**config.mk**
```make
export PLATFORM = sky130hd
export DESIGN_NAME = tnn_feature_packer
export DESIGN_NICKNAME = d
export VERILOG_FILES = /design/src/rtl/tnn_feature_packer.sv
export SDC_FILE = /design/constraint.sdc
export NUM_CORES = 1
export LEC_CHECK = 0
export ABC_AREA = 1
export BUFFER_PORTS_ARGS = -buffer_cell sky130_fd_sc_hd__buf_2
export CORE_ASPECT_RATIO = 1.4
export CORE_MARGIN = 2
export CORE_UTILIZATION = 55
export DETAILED_ROUTE_END_ITERATION = 16
export PLACE_DENSITY = 0.89
export SYNTH_ARGS = -nofsm -noshare
export SYNTH_HDL_FRONTEND = slang
export SYNTH_SLANG_ARGS = --single-unit
```
**constraint.sdc**
```tcl
create_clock -name clk -period 2.2 [get_ports clk]
set_input_delay 0.44 -clock clk [delete_from_list [all_inputs] [get_ports clk]]
set_output_delay 0.44 -clock clk [all_outputs]
set_load 0.02 [all_outputs]
```
**src/rtl/tnn_feature_packer.sv**
```systemverilog
// tnn_feature_packer: quantizes a serial stream of raw feature samples to
// Q_W bits, packs N_FEAT of them into one frame for the TNN neuron inputs,
// and holds the frame until the consumer takes it. It also checks framing
// against in_last and counts the frames it emits.
module tnn_feature_packer #(
  parameter int IN_W   = 8,
  parameter int N_FEAT = 5,
  parameter int Q_W    = 3,
  parameter int SHIFT  = 5,
  parameter int OFFSET = 0
) (
  input  logic                    clk,
  input  logic                    rst,
  input  logic                    in_valid,
  output logic                    in_ready,
  input  logic [IN_W-1:0]         in_data,
  input  logic                    in_last,
  output logic                    out_valid,
  input  logic                    out_ready,
  output logic [N_FEAT*Q_W-1:0]   out_vec,
  output logic                    frame_err,
  output logic [15:0]             frame_cnt
);

  localparam int                IDX_W    = (N_FEAT > 1) ? $clog2(N_FEAT) : 1;
  localparam logic [IDX_W-1:0]  LAST_IDX = IDX_W'(N_FEAT - 1);
  localparam logic [IN_W-1:0]   QMAX     = IN_W'((1 << Q_W) - 1);
  localparam logic [IN_W-1:0]   OFS      = IN_W'(OFFSET);

  logic [IDX_W-1:0]        idx_q, idx_d;
  logic [N_FEAT*Q_W-1:0]   asm_q, asm_d;
  logic [N_FEAT*Q_W-1:0]   out_vec_q, out_vec_d;
  logic                    out_valid_q, out_valid_d;
  logic                    frame_err_q, frame_err_d;
  logic [15:0]             frame_cnt_q, frame_cnt_d;

  logic [IN_W-1:0]         diff;
  logic [Q_W-1:0]          q;
  logic [N_FEAT*Q_W-1:0]   asm_wr;
  logic                    at_last;
  logic                    accept;

  assign at_last   = (idx_q == LAST_IDX);
  // Only the completing sample has to wait for a stalled output; the
  // earlier ones land in the assembly register, which is separate from out_vec.
  assign in_ready  = !rst && !(at_last && out_valid_q && !out_ready);
  assign accept    = in_valid && in_ready;

  assign out_vec   = out_vec_q;
  assign out_valid = out_valid_q;
  assign frame_err = frame_err_q;
  assign frame_cnt = frame_cnt_q;

  // Quantize: clamp below OFFSET to 0, shift down, saturate to the Q_W range.
  always_comb begin
    diff = '0;
    q    = '0;
    if (in_data >= OFS) begin
      diff = (in_data - OFS) >> SHIFT;
      if (diff > QMAX) q = '1;
      else             q = diff[Q_W-1:0];
    end
  end

  // Assembly register with the current sample merged into field idx.
  always_comb begin
    asm_wr = asm_q;
    asm_wr[idx_q*Q_W +: Q_W] = q;
  end

  // Next-state: assembly, framing checks, output hold/replace and frame count.
  always_comb begin
    idx_d       = idx_q;
    asm_d       = asm_q;
    out_vec_d   = out_vec_q;
    out_valid_d = out_valid_q;
    frame_err_d = 1'b0;
    frame_cnt_d = frame_cnt_q;
    if (out_valid_q && out_ready) out_valid_d = 1'b0;
    if (accept) begin
      if (at_last) begin
        // A completing frame overrides the clear above, so a frame taken
        // and a frame completed on the same edge gives no bubble.
        out_vec_d   = asm_wr;
        out_valid_d = 1'b1;
        frame_cnt_d = frame_cnt_q + 16'd1;
        idx_d       = '0;
        asm_d       = '0;
        frame_err_d = !in_last;
      end else if (in_last) begin
        // Early end of frame: drop the partial frame, including this sample.
        idx_d       = '0;
        asm_d       = '0;
        frame_err_d = 1'b1;
      end else begin
        asm_d = asm_wr;
        idx_d = idx_q + IDX_W'(1);
      end
    end
  end

  // State registers; reset drops any partial or pending frame immediately.
  always_ff @(posedge clk or posedge rst) begin
    if (rst) begin
      idx_q       <= '0;
      asm_q       <= '0;
      out_vec_q   <= '0;
      out_valid_q <= 1'b0;
      frame_err_q <= 1'b0;
      frame_cnt_q <= '0;
    end else begin
      idx_q       <= idx_d;
      asm_q       <= asm_d;
      out_vec_q   <= out_vec_d;
      out_valid_q <= out_valid_d;
      frame_err_q <= frame_err_d;
      frame_cnt_q <= frame_cnt_d;
    end
  end

endmodule

```
==> results.cfg, run 1 <==
[cells_and_area]
area_growth_pct = 14.38
layout_common_cells = nand2_1, dfrtp_1, buf_2
drive_gt1_share_pct = 17.98
layout_commonest_cell = nand2_1
fin_cells = 429
nets = 385
antenna_cells = 0

[global_routing]
grt_pass1_wl_um = 9114
grt_max_degree = 36
grt_util_all_layers_pct = 22.29
gr-total-overflow = 0
antenna_found_initial = 0
grt_pass1_vias = 2223

[sta]
drv_slew = 0
worst_slack_ns = 0.08285
fin_tns_setup_ns = 0
rsz0062_at_grt = no
tightest_slew_ns = 0.4262
hold_violations = 0
fmax_mhz = 472.3
slew_headroom_pct = 71.58
period_share_pct = 96.23
period_needed_ns = 2.117
skew_ns = 0.006731
final-setup-viol-count = 0

[worst_setup_path]
reg2reg_to = frame_cnt[15]
path_class = reg -> out
cp-start-kind = flop
end_kind = output port
r2r_cells = 8
crit_arrival_ns = 1.68
ff2ff_setup_slack_ns = 0.19
crit_chain = inv_1, ha_1, ha_1, a21oi_1, buf_2
path_common_cell = ha_1
cpMaxStageDelayCell = dfrtp_2
cpPeakStageDelay_ns = 0.43
crit_required_ns = 1.76
critPathMaxFanout = 6
r2r_start = idx_q[1]

[yosys]
synth.distinct_cells = 24
synth_nets = 341
ys_warn_count = 0
synth_top_area_share_pct = 49.37
synthCells = 322
ys_ff_latch = 51
ys_top_cells_by_area = dfrtp_1, nand2_1, nand3_1
netlist_area_um2 = 2585
ys_seq_area_share_pct = 49.37
synth_top_area_cell = dfrtp_1
synth_area_per_cell_um2 = 8.028

[detailed_routing]
finalWirelength_um = 5326
drtIter0Drc = 166
ant_nets = 0
via_count = 2241
drt-pass1-iter-count = 7
drc = 0
wl_per_cell_um = 12.41
via_per_inst = 5.224

[placement]
port_buffers = 41
post-place-cells = 421
place_ws_ns = 0.1790
place_congestion = 0.8650
dp_hpwl_um = 3941

[cts]
clockBufferDepth = 2
cts_resized = 0
holdBufCountCts = 0
cts_post_setup_buffers_inserted = 0
root_buffer = clkbuf_8
tritoncts = built
clk_latency_ns = 0.30
cts_buffers = 5
path_clk_slew_ns = 0.09
cts_max_level = 2
cts_sinks = 51

[flow_run]
cap_viol_max_count = 0

[status]
status = finished, final reports clean

[pwr]
powerDensity_nw_per_um2 = 744.5
power_leakage_uw = 0.001652
power_uw = 2201
ir_drop_uv = 404.5

[floorplan]
io_pins = 47
initial_core_util_pct = 56.99
dieArea_um2 = 5272
die_h_um = 85.12
die-width_um = 61.94
row_count = 29
core_area_um2 = 4536

[hold_path]
hold_class = in -> async
-- cell type report --
type                            instances  area, um2
Fill cell                             366       1579
Tap cell                               62      77.57
Multi-Input combinational cell        224       1102
Clock buffer                            6      82.58
Clock inverter                          2      35.03
Timing Repair Buffer                   45      235.2
Sequential cell                        51       1277
Inverter                               39      146.4
-- critical path: cells and delay by family (launching register included) --
| kind | cells | cell delay (ns) |
|---|---|---|
| AO/OA/AOI/OAI | 1 | 0.23 |
| adder cells (fa/ha/maj) | 2 | 0.44 |
| buffers and inverters | 2 | 0.28 |
| flip-flops | 1 | 0.43 |
-- where the power goes --
group / internal [uW] / switching, uW
Combinational: 143 / 323
Sequential: 1010 / 55.0
Clock: 368 / 300
-- worst max-delay path by stage --
stage	cells after the start	endpoint	start
6_report	5	in_ready	idx_q[1]
2_1_floorplan	9	asm_q[0]	idx_q[0]
4_1_cts	5	in_ready	idx_q[1]
3_5_place_dp	8	frame_cnt[15]	idx_q[1]
3_3_place_gp	8	frame_cnt[15]	idx_q[1]
5_1_grt	5	in_ready	idx_q[1]
-- Yosys cell counts --
master	n
clkbuf_1	1
nor3_2	1
nand4_4	1
o21a_1	3
buf_4	1
nand4_1	10
inv_1	36
nand2_2	2
nor2_1	18
nand3b_1	1
ha_1	6
a21oi_1	1
inv_2	3
nor2_2	3
buf_2	2
clkbuf_2	1
nand2_1	113
o21ai_0	19
dfrtp_1	51
buf_6	3
xor2_1	10
nor3_1	2
nand3_1	32
nor2_4	2
-- routing by layer --
layer | vias to the layer above | wire, um | GRT usage, %
li1 | 1101 | - | -
met1 | 1067 | 2181 | 26.51
met2 | 61 | 2797 | 38.54
met3 | 12 | 238 | 4.878
met4 | 0 | 109 | 6.963
met5 | - | 0 | 0
-- stage by stage --
stage | hold WS [ns] | utilization, % | instance area [um2]
floorplan | 0.4356 | - | 2585
global placement | 0.4478 | 62.57 | 2838
detailed placement | 0.4526 | 62.57 | 2838
CTS | 0.2033 | 65.16 | 2955
global route | 0.2226 | 65.19 | 2957
finish | 0.1905 | 65.19 | 2957
-- logic make-up after synthesis --
kind of cell             share of synthesized area, %
AND/OR/NAND/NOR                                 31.61
AO/OA/AOI/OAI                                   4.743
adder cells (fa/ha/maj)                         2.904
buffers and inverters                           7.986
XOR/XNOR                                        3.388
flip-flops                                      49.37
-- sequential cells by signal (all words and copies together), names as in the netlist --
name and cells:
asm_q 15, out_valid 1, out_vec 15, idx_q 3
frame_err 1, frame_cnt 16
No activity file was read; power rests on OpenSTA's default activity.
==> run 2, diff against run 1 <==
--- a/config.mk
+++ b/config.mk
@@ -5,11 +5,10 @@
 export SDC_FILE = /design/constraint.sdc
 export NUM_CORES = 1
 export LEC_CHECK = 0
-export ABC_AREA = 1
 export BUFFER_PORTS_ARGS = -buffer_cell sky130_fd_sc_hd__buf_2
 export CORE_ASPECT_RATIO = 1.4
 export CORE_MARGIN = 2
-export CORE_UTILIZATION = 55
+export CORE_UTILIZATION = 54
 export DETAILED_ROUTE_END_ITERATION = 16
 export PLACE_DENSITY = 0.89
 export SYNTH_ARGS = -nofsm -noshare
==> results.cfg, run 2 <==
[cells_and_area]
area_growth_pct = 16.09
nets = 286
antenna_cells = 0
largest_register_ff_count = 16
design_area_um2 = 2718
layout_commonest_cell = dfrtp_1
layout_common_cells = dfrtp_1, buf_2, nand2_1
drive_gt1_share_pct = 24.25
n_fill_cell = 340

[floorplan]
die_h_um = 81.91
die-width_um = 59.65
initial_core_util_pct = 55.68
dieArea_um2 = 4885
core_area_um2 = 4204
row_count = 28
io_pins = 47

[global_routing]
gr-total-overflow = 0
grt_util_all_layers_pct = 20.70
antenna_found_initial = 0
grt_pass1_wl_um = 7645
grt_max_degree = 52
grt_pass1_vias = 1666

[sta]
drv_slew = 0
slew_headroom_pct = 75.12
hold_violations = 0
skew_ns = 0.005735
fmax_mhz = 490.6
worst_slack_ns = 0.1617
tightest_slew_ns = 0.3722
fin_tns_setup_ns = 0
rsz0062_at_grt = no
period_needed_ns = 2.038
final-setup-viol-count = 0
period_share_pct = 92.65

[pwr]
ir_drop_uv = 742.5
power_uw = 2608
internal_power_uw = 1656
p_clk_share_pct = 20.2
switching_share_pct = 36.50
p_seq_share_pct = 45.3
switchingPower_uw = 951.8
power_leakage_uw = 0.001368
powerDensity_nw_per_um2 = 959.6
pwr-share-comb_pct = 34.6

[yosys]
ys_seq_area_share_pct = 54.52
synth_common_cells = dfrtp_1, nand2_1, o21ai_0
synth_top_area_share_pct = 54.52
async_reset_ff_share_pct = 100.0
ys_top_cells_by_area = dfrtp_1, nand2_1, o21ai_0
synth_top_area_cell = dfrtp_1
ys_ff_latch = 51
netlist_area_um2 = 2341
synthFlopType = dfrtp_1
synth-edff-count = 0
synthCells = 217
synth.distinct_cells = 34
yosysMostFrequentCell = dfrtp_1
ys_warn_count = 0
synth_area_per_cell_um2 = 10.79
synth_nets = 236

[flow_run]
cap_viol_max_count = 0

[detailed_routing]
finalWirelength_um = 4495
route.met2.wl_um = 2348
top_layer = met4
wl_met1_um = 1891
drtIter0Drc = 80
wl_per_cell_um = 14.36
drc = 0
via_per_inst = 5.620
wl_met3_um = 192
ant_nets = 0
drt-pass1-iter-count = 4
via_count = 1759

[worst_setup_path]
cpPeakStageDelay_ns = 0.35
ff2ff_setup_slack_ns = 0.21
path_class = reg -> out
path_common_cell = ha_1
crit_chain = inv_1, ha_1, ha_1, a21oi_1, buf_2
end_kind = output port
crit_arrival_ns = 1.60
crit_required_ns = 1.76
cpMaxStageDelayCell = dfrtp_1
cp-start-kind = flop
critPathMaxFanout = 9

[cts]
clk_latency_ns = 0.31
path_clk_slew_ns = 0.09
cts_sinks = 51
cts_resized = 0
tritoncts = built
root_buffer = clkbuf_8
cts_post_setup_buffers_inserted = 0
clockBufferDepth = 2
cts_max_level = 2
holdBufCountCts = 0
cts_buffers = 5

[hold_path]
hold_class = in -> async

[placement]
dp_hpwl_um = 3344
place_ws_ns = 0.1952
post_dp_cell_area_um2 = 2633
place_congestion = 0.7665
port_buffers = 41

[status]
status = finished, final reports clean
[run 2: cell families (layout without fill, tap and decap cells)]
logic type / Yosys count / in the layout / synth area share (%)
and+or+nand+nor: 76 / 76 / 16.30
DFF: 51 / 51 / 54.52
AOI/OAI and AO/OA: 48 / 48 / 13.25
xor gates and xnor gates: 16 / 16 / 5.986
muxes: 10 / 10 / 4.276
buffers and inverters: 10 / 61 / 2.458
adders and majority gates: 6 / 6 / 3.207
[run 2: worst paths after layout]
kind / to / startpoint / cells past startpoint
setup / recovery: in_ready / idx_q[0] / 5
max in group asynchronous: out_vec[8] / rst / 3
hold / removal: frame_cnt[10] / rst / 3
min in group clk: frame_err / in_last / 3
hold reg to reg: frame_cnt[15] / frame_cnt[15] / 1
setup reg to reg: frame_cnt[12] / idx_q[0] / 7
[run 2: area by class of cell]
class / count / area [um2] / share of cell area [%]
sequential: 51 / 1276 / 46.96
timing repair buffer: 49 / 277.8 / 10.22
multi-input combinational: 156 / 1007 / 37.06
inverter: 4 / 15.01 / 0.5525
clock inverter: 2 / 12.51 / 0.4604
clock buffer: 6 / 72.57 / 2.670
tap: 45 / 56.30 / 2.072
[run 2: power by group through the flow]
stage	Sequential, uW	Clock (uW)	Combinational (uW)
6_report	1180	526	902
5_1_grt	1200	575	999
4_1_cts	1180	534	910
3_5_place_dp	1200	0	905
3_3_place_gp	1190	0	875
2_1_floorplan	1320	0	517
[run 2: layer usage]
metal	global-route usage [%]	up-vias
li1	-	853
met1	24.64	853
met2	36.52	46
met3	4.724	7
met4	6.222	0
met5	0	-
[run 2: stage by stage]
stage	hold WS (ns)	utilization (%)	instances
global route	0.2203	64.64	313
global placement	0.4589	62.62	305
detailed placement	0.4673	62.62	305
finish	0.1946	64.64	313
CTS	0.2102	64.64	313
floorplan	0.4501	-	217
[run 2: critical path, delay by kind of cell (launching register included)]
kind / cells / cell delay, ns
DFF: 1 / 0.35
buffers and inverters: 2 / 0.25
adders and majority gates: 2 / 0.50
AOI/OAI and AO/OA: 1 / 0.19
==> run 3, diff against run 2 <==
--- a/config.mk
+++ b/config.mk
@@ -5,12 +5,14 @@
 export SDC_FILE = /design/constraint.sdc
 export NUM_CORES = 1
 export LEC_CHECK = 0
+export ABC_AREA = 0
 export BUFFER_PORTS_ARGS = -buffer_cell sky130_fd_sc_hd__buf_2
 export CORE_ASPECT_RATIO = 1.4
 export CORE_MARGIN = 2
 export CORE_UTILIZATION = 54
 export DETAILED_ROUTE_END_ITERATION = 16
-export PLACE_DENSITY = 0.89
+export GPL_TIMING_DRIVEN = 0
+export PLACE_DENSITY = 0.78
 export SYNTH_ARGS = -nofsm -noshare
 export SYNTH_HDL_FRONTEND = slang
 export SYNTH_SLANG_ARGS = --single-unit
==> results.cfg, run 3 (synthesis results as in run 2) <==
[global_routing]
grt_max_degree = 38
antenna_found_initial = 0
gr-total-overflow = 0
grt_pass1_vias = 1704
grt_util_all_layers_pct = 20.70
grt_pass1_wl_um = 7672

[pwr]
powerDensity_nw_per_um2 = 993.4
power_leakage_uw = 0.001377
p_clk_share_pct = 24.4
switching_share_pct = 34.82
internal_power_uw = 1782
pwr-share-comb_pct = 31.9
switchingPower_uw = 951.7
ir_drop_uv = 566.6
p_seq_share_pct = 43.7

[worst_setup_path]
critPathMaxFanout = 9
path_class = reg -> out
cp-start-kind = flop
ff2ff_setup_slack_ns = 0.10
path_common_cell = ha_1
crit_arrival_ns = 1.67
crit_family = flip-flops
end_kind = output port
cpPeakStageDelay_ns = 0.44
worst-path-buf-inv = 3
reg2reg_to = asm_q[14]
cpMaxStageDelayCell = dfrtp_2
r2r_cells = 9
r2r_start = idx_q[0]
crit_required_ns = 1.76
crit_chain = inv_1, ha_1, ha_1, buf_6, a21oi_1, buf_2

[cells_and_area]
drive_gt1_share_pct = 24.72
area_growth_pct = 17.53
nets = 285
largest_register_ff_count = 16
multiInputGateArea_um2 = 1017
n_fill_cell = 342
antenna_cells = 0
layout_common_cells = dfrtp_1, buf_2, nand2_1
layout_commonest_cell = dfrtp_1
ff_latch_area_um2 = 1277

[status]
status = finished, final reports clean

[detailed_routing]
ant_nets = 0
finalWirelength_um = 4573
drt-pass1-iter-count = 4
wl_per_cell_um = 14.66
via_per_inst = 5.564
drtIter0Drc = 87
via_count = 1736
drc = 0

[sta]
fin_tns_setup_ns = 0
final-setup-viol-count = 0
hold_violations = 0
period_share_pct = 95.69
rsz0062_at_grt = no
drv_slew = 0
slew_headroom_pct = 65.98
whs_ns = 0.1150
tightest_slew_ns = 0.5103
skew_ns = 0.005780
period_needed_ns = 2.105
fmax_mhz = 475.0

[cts]
cts_buffers = 5
root_buffer = clkbuf_8
path_clk_slew_ns = 0.09
tritoncts = built
cts_max_level = 2
clk_latency_ns = 0.30
cts_post_setup_buffers_inserted = 0
cts_sinks = 51
clockBufferDepth = 2

[placement]
place_congestion = 0.7708
dp_hpwl_um = 3418
port_buffers = 41

[hold_path]
hold_class = in -> async

[floorplan]
row_count = 28
dieArea_um2 = 4885
die-width_um = 59.65
initial_core_util_pct = 55.68
io_pins = 47
die_h_um = 81.91
core_area_um2 = 4204

[flow_run]
cap_viol_max_count = 0
-- run 3: cell type report --
type	count	area share [%]
inverter	4	0.5457
timing repair buffer	42	8.186
clock buffer	6	3.001
tap	45	2.046
multi-input combinational	156	36.97
clock inverter	2	1.273
sequential	51	46.43
buffer	6	1.546
-- run 3: layer usage --
layer | GRT usage [%] | vias to the layer above | wire (um)
li1 | - | 849 | -
met1 | 26.49 | 835 | 1977
met2 | 35.65 | 45 | 2364
met3 | 2.835 | 7 | 160
met4 | 6.667 | 0 | 71
met5 | 0 | - | 0
-- run 3: power by group through the flow --
stage	clock network [uW]	logic (uW)	registers (uW)
global route	716	973	1220
CTS	676	881	1200
global placement	0	844	1210
finish	667	871	1200
detailed placement	0	867	1210
floorplan	0	517	1320
-- run 3: how the worst max path moves through the flow --
stage	slack, ns	start	end	depth (start not counted)
CTS	0.07	idx_q[0]	in_ready	6
global route	0.004	idx_q[1]	asm_q[14]	9
global placement	-0.13	rst	asm_q[2]	2
detailed placement	0.004	idx_q[0]	asm_q[7]	7
finish	0.09	idx_q[0]	in_ready	6
floorplan	0.22	idx_q[0]	asm_q[6]	7
-- run 3: through the flow --
stage,setup WS [ns],util [%],total power (uW),std cells,cell area [um2]
after floorplan,0.2192,-,1833,217,2341
after global placement,-0.1255,61.90,2052,303,2603
after detailed placement,0.004480,62.38,2080,304,2623
after CTS,0.06992,65.45,2754,312,2751
after global routing,0.004335,65.45,2909,312,2751
final,0.09484,65.45,2733,312,2751
-- run 3: repair_timing --
item                                    CTS  global route
resized for setup                         3             0
endpoints found under the setup margin    4             0
hold buffers                              0             0
